--- config.mk ---
export PLATFORM = sky130hd
export DESIGN_NAME = alu_op_sequencer
export DESIGN_NICKNAME = d
export VERILOG_FILES = /design/src/rtl/alu_op_sequencer.sv
export SDC_FILE = /design/constraint.sdc
export NUM_CORES = 1
export LEC_CHECK = 0
export CAP_MARGIN = 20
export CORE_MARGIN = 1
export CORE_UTILIZATION = 35
export CTS_CLUSTER_DIAMETER = 50
export DETAILED_ROUTE_END_ITERATION = 12
export GPL_ROUTABILITY_DRIVEN = 0
export PLACE_DENSITY = 0.71
export SYNTH_ARGS = -nofsm -noshare
export SYNTH_HDL_FRONTEND = slang
export SYNTH_SLANG_ARGS = --single-unit
--- constraint.sdc ---
create_clock -name clk -period 4.4 [get_ports clk]
set_clock_uncertainty 0.15 [all_clocks]
set_input_delay 0.66 -clock clk [delete_from_list [all_inputs] [get_ports clk]]
set_output_delay 0.66 -clock clk [all_outputs]
set_load 0.005 [all_outputs]
--- src/rtl/alu_op_sequencer.sv ---
// alu_op_sequencer: registers operands/opcode onto a combinational ALU, holds them for
// SETTLE cycles, then returns the masked result over a valid/ready response handshake.
module alu_op_sequencer #(
  parameter int N      = 2,
  parameter int SETTLE = 1   // legal range 1..15
) (
  input  logic         clk,
  input  logic         rst,
  input  logic         cmd_valid,
  output logic         cmd_ready,
  input  logic [2:0]   cmd_op,
  input  logic [N-1:0] cmd_a,
  input  logic [N-1:0] cmd_b,
  output logic [N-1:0] alu_a,
  output logic [N-1:0] alu_b,
  output logic [2:0]   alu_select,
  input  logic [N-1:0] alu_dataout,
  input  logic         alu_compare,
  output logic         rsp_valid,
  input  logic         rsp_ready,
  output logic [N-1:0] rsp_data,
  output logic         rsp_compare,
  output logic         rsp_error,
  output logic [7:0]   op_count
);

  localparam logic [2:0] OP_NONE  = 3'b000;
  localparam logic [2:0] OP_XOR   = 3'b001;
  localparam logic [2:0] OP_INCRA = 3'b010;
  localparam logic [2:0] OP_LT    = 3'b100;
  localparam logic [3:0] SETTLE_LOAD = 4'(SETTLE - 1);

  typedef enum logic [1:0] {S_IDLE, S_WAIT, S_RESP} state_t;

  state_t       state, state_next;
  logic [3:0]   settle_cnt, settle_cnt_next;
  logic [N-1:0] alu_a_next, alu_b_next, rsp_data_next;
  logic [2:0]   alu_select_next;
  logic         rsp_compare_next, rsp_error_next;
  logic [7:0]   op_count_next;
  logic         op_legal;

  always_comb begin
    op_legal = 1'b0;
    case (cmd_op)
      OP_XOR, OP_INCRA, OP_LT: op_legal = 1'b1;
      default:                 op_legal = 1'b0;
    endcase
  end

  always_ff @(posedge clk or posedge rst) begin
    if (rst) begin
      state       <= S_IDLE;
      settle_cnt  <= 4'd0;
      alu_a       <= '0;
      alu_b       <= '0;
      alu_select  <= OP_NONE;
      rsp_data    <= '0;
      rsp_compare <= 1'b0;
      rsp_error   <= 1'b0;
      op_count    <= 8'd0;
    end else begin
      state       <= state_next;
      settle_cnt  <= settle_cnt_next;
      alu_a       <= alu_a_next;
      alu_b       <= alu_b_next;
      alu_select  <= alu_select_next;
      rsp_data    <= rsp_data_next;
      rsp_compare <= rsp_compare_next;
      rsp_error   <= rsp_error_next;
      op_count    <= op_count_next;
    end
  end

  // Illegal opcodes skip WAIT entirely and never reach the ALU select lines.
  always_comb begin
    state_next       = state;
    settle_cnt_next  = settle_cnt;
    alu_a_next       = alu_a;
    alu_b_next       = alu_b;
    alu_select_next  = alu_select;
    rsp_data_next    = rsp_data;
    rsp_compare_next = rsp_compare;
    rsp_error_next   = rsp_error;
    op_count_next    = op_count;
    cmd_ready        = 1'b0;
    rsp_valid        = 1'b0;

    case (state)
      S_IDLE: begin
        cmd_ready = 1'b1;
        if (cmd_valid) begin
          alu_a_next = cmd_a;
          alu_b_next = cmd_b;
          if (op_legal) begin
            alu_select_next = cmd_op;
            settle_cnt_next = SETTLE_LOAD;
            state_next      = S_WAIT;
          end else begin
            alu_select_next  = OP_NONE;
            rsp_error_next   = 1'b1;
            rsp_data_next    = '0;
            rsp_compare_next = 1'b0;
            state_next       = S_RESP;
          end
        end
      end

      S_WAIT: begin
        if (settle_cnt == 4'd0) begin
          rsp_error_next = 1'b0;
          // Only the field meaningful for the opcode is passed; the other is zeroed.
          if (alu_select == OP_LT) begin
            rsp_data_next    = '0;
            rsp_compare_next = alu_compare;
          end else begin
            rsp_data_next    = alu_dataout;
            rsp_compare_next = 1'b0;
          end
          state_next = S_RESP;
        end else begin
          settle_cnt_next = settle_cnt - 4'd1;
        end
      end

      S_RESP: begin
        rsp_valid = 1'b1;
        if (rsp_ready) begin
          op_count_next   = op_count + 8'd1;
          alu_select_next = OP_NONE;
          state_next      = S_IDLE;
        end
      end

      default: state_next = S_IDLE;
    endcase
  end

endmodule
==> results_tabular.tex <==
\begin{tabular}{lr}
\hline
Metric & Value \\
\hline
\multicolumn{2}{l}{\textbf{Status}} \\
Run status & complete, no violations \\
\multicolumn{2}{l}{\textbf{Critical path}} \\
Data arrival time at the worst-slack endpoint & 1600 ps \\
Launching instance or port of the critical path & state[0] \\
Cells along the critical path & nand2b\_1 -> inv\_1 -> clkdlybuf4s50\_1 \\
Req. time, crit path & about 3600 ps \\
Minimum setup slack among reg-to-reg paths & between 2000 and 2500 ps \\
Worst setup path end & rsp\_valid \\
Worst path top cell family by delay & buffers and inverters \\
Worst reg2reg path depth & 6 \\
Library cell contributing the largest single delay on the critical path & dfrtp\_1 \\
Critical setup path kind & reg -> out \\
Beginning of the worst register-to-register path & settle\_cnt[0] \\
Worst Setup Start Kind & flop \\
Number of buffer and inverter instances along the worst setup path & 2 \\
Worst setup EP type & output pin \\
Largest fanout of any net on the critical path & 6 \\
Crit. path cell count & 3 \\
CP max stage delay & $\sim$490 ps \\
Destination of the worst register-to-register timing path & rsp\_compare \\
\multicolumn{2}{l}{\textbf{Finish}} \\
Share of layout cells above drive strength 1 & 0.0876 \\
Net count, final & around 160 \\
Synthesis-to-layout area growth & 35.8\% \\
Ant. Diodes & 0 \\
Final-layout fill cell count & 310 \\
\multicolumn{2}{l}{\textbf{GRT}} \\
GRT Total Usage & 0.154 \\
Maximum number of pins on one net before global-route repair & 26 \\
Busiest layer in global routing & met2 \\
Number of global-route vias before repair & around 910 \\
Global Route met2 Usage & 0.259 \\
Met3 layer usage reported by global route & 0.0411 \\
GRT Residual Overflow & 0 \\
Number of antenna violations at the first check in global routing & 0 \\
M1 GR Usage & 0.192 \\
First-pass GRT wire length & around 4000 um \\
\multicolumn{2}{l}{\textbf{STA}} \\
Shortest period the worst path allows & $\sim$2400 ps \\
Max Slew Vio Count & 0 \\
Maximum frequency from static timing analysis & between 400 and 500 MHz \\
Slew of the pin with the lowest slew margin & between 900 and 1000 ps \\
Tcrit/Tclk final & 0.548 \\
Setup repair after global routing missed its margin & false \\
Final Hold Viols & 0 \\
TNS Setup & 0 ps \\
Relative slew slack & 0.391 \\
Worst hold margin & approximately 330 ps \\
Endpoints failing setup & 0 \\
Least setup slack across all paths after layout & between 1500 and 2000 ps \\
\multicolumn{2}{l}{\textbf{Route}} \\
Drt first-iter violations & 15 \\
TritonRoute pass-1 iters & 4 \\
Remaining antenna violation count & 0 \\
Post-Route WL & between 2000 and 2500 um \\
Final routed DRC violation total & 0 \\
Wire length per cell & about 13 um \\
Via count & roughly 850 \\
Post-DR vias/cell & about 4.7 \\
\multicolumn{2}{l}{\textbf{Clock network}} \\
Total number of clock tree sinks & 25 \\
Skew-Pair Late Insertion Delay & roughly 320 ps \\
TritonCTS buffer count & 3 \\
Clock root buffer & clkbuf\_4 \\
TritonCTS clock tree & yes \\
Clk slew on worst S/H paths & 130 ps \\
\# resized after CTS & 0 \\
Clock H-tree levels & 1 \\
Post-CTS setup-driven buffer insertion count & 0 \\
Hold buffer count at cts & 0 \\
Bufs on Longest Clock Path & 2 \\
\multicolumn{2}{l}{\textbf{Floorplanning}} \\
Standard-cell row count & 20 \\
Initial Utilization & 0.376 \\
Core area & 0.00310 mm2 \\
Top-level port count & 35 \\
Die Outline Area & between 0.003 and 0.004 mm2 \\
X dimension of the die & between 50 and 60 um \\
Y dimension of the die & around 60 um \\
\multicolumn{2}{l}{\textbf{Logic synthesis}} \\
Number of synthesized register bits & 25 \\
Cell type with the largest total area after synthesis & dfrtp\_1 \\
Post-synth design cell area & around 0.0012 mm2 \\
Cells taking the most area after synthesis & dfrtp\_1, mux2\_2, xnor2\_1 \\
Number of warnings reported in the yosys synthesis log & 0 \\
Library cell with the highest instance count after synthesis & dfrtp\_1 \\
Fraction of registers with async set or reset after synthesis & 1.00 \\
Distinct cells, synth & 28 \\
Synth top cells by count & dfrtp\_1, nand2\_1, inv\_1, nand3\_1 \\
Sequential cell area fraction in the yosys report & 0.536 \\
Proportion of netlist area held by the largest area contributor & 0.536 \\
Primary FF master, synth & dfrtp\_1 \\
Syn\_area\_per\_cell & $\sim$12 um2 \\
Synth Net Count & roughly 120 \\
Number of instances in the synthesized netlist & 100 \\
Post-synth EDFFs & 0 \\
\multicolumn{2}{l}{\textbf{Power and ir drop}} \\
Portion of total power attributed to combinational logic & 0.448 \\
Proportion of total power due to net switching & 0.343 \\
Cell Int Power & roughly 0.0006 W \\
Power density over the cells & $\sim$570 mW/mm2 \\
Total net switching power & 0.000308 W \\
Portion of total power attributed to the clock network & 0.110 \\
Pleak & between 0.6 and 0.7 nW \\
IR drop worst, VDD & $\sim$0.31 mV \\
Sequential group share of total power & 0.442 \\
Overall power & around 0.00090 W \\
\multicolumn{2}{l}{\textbf{Flow run}} \\
\# Max-Cap Violations & 0 \\
\multicolumn{2}{l}{\textbf{Placed design}} \\
Worst-case setup slack after placement & about 1800 ps \\
Count of buffers from port buffering & 34 \\
Post-detailed-placement half-perimeter wirelength & approximately 1800 um \\
\multicolumn{2}{l}{\textbf{Worst hold path}} \\
Hold Crit Class & reg -> reg \\
\hline
\end{tabular}
## power by group through the flow
stage                     Clock (W)  Sequential [W]  Combinational [W]
final                     0.0000991        0.000397           0.000402
after global routing       0.000114        0.000411           0.000450
after CTS                  0.000104        0.000399           0.000409
after detailed placement          0        0.000403           0.000407
after global placement            0        0.000397           0.000395
after floorplan                   0        0.000394           0.000202
## worst reg2reg max path, delay by kind of cell (launching register included)
family	cells	cell delay (ps)
flops	1	430
buf+inv	1	90
simple gates	2	590
mux	1	340
fa+ha+maj	1	180
compound gates	1	150
## cell families after synthesis
kind of cell	after synthesis	share of synthesized area
AO/OA/AOI/OAI	12	0.0868
buffers and inverters	7	0.0236
multiplexers	9	0.0868
flip-flops	25	0.536
adder cells (fa/ha/maj)	3	0.0322
AND/OR/NAND/NOR	36	0.175
XOR/XNOR	8	0.0600
## sequential cells by signal (all words and copies together) (netlist names)
signal and cells:
alu_a 2, rsp_data 2, settle_cnt 4, rsp_error 1, alu_b 2, op_count 8, rsp_compare 1, state 2
alu_select 3
## per-stage QoR
step,area [um2],std cells,util
2_1_floorplan,1170,100,-
3_3_place_gp,1560,177,0.502
3_5_place_dp,1560,177,0.502
4_1_cts,1590,181,0.511
5_1_grt,1590,181,0.511
6_report,1590,181,0.511
## layout by cell type, fill, tap and decap left out, drive strengths merged
cell	n
xor2	3
nor2	6
ha	3
inv	6
or4	1
clkbuf	3
clkdlybuf4s50	34
nand2	8
clkinv	1
xnor2	5
dfrtp	25
or3b	1
o211ai	1
and3	2
nand4	3
mux2i	3
nor2b	3
o32ai	1
o21ai	5
nor3b	3
a22o	3
mux2	6
nand3	6
o31ai	2
and2	1
nand2b	2
## worst min path at each step
stage,start,slack [ps],to,depth (start not counted)
2_1_floorplan,settle_cnt[2],310,settle_cnt[2],1
3_3_place_gp,op_count[7],310,op_count[7],1
3_5_place_dp,op_count[7],310,op_count[7],1
4_1_cts,op_count[7],330,op_count[7],1
5_1_grt,op_count[7],350,op_count[7],1
6_report,op_count[7],330,op_count[7],1
## routing by layer
metal / wire length [um] / share of wire / vias up
li1: - / - / 419
met1: 1110 / 0.49 / 403
met2: 1020 / 0.45 / 27
met3: 114 / 0.050 / 2
met4: 27 / 0.012 / 0
met5: 0 / 0 / -
## cell type report
class                           count  area [um2]  area share
Sequential cell                    25         626       0.395
Inverter                            6        22.5      0.0142
Timing Repair Buffer               34         340       0.215
Multi-Input combinational cell     68         514       0.324
Clock inverter                      1        5.00     0.00316
Clock buffer                        3        22.5      0.0142
Tap cell                           44        55.1      0.0347
No activity file was read; power rests on OpenSTA's default activity.
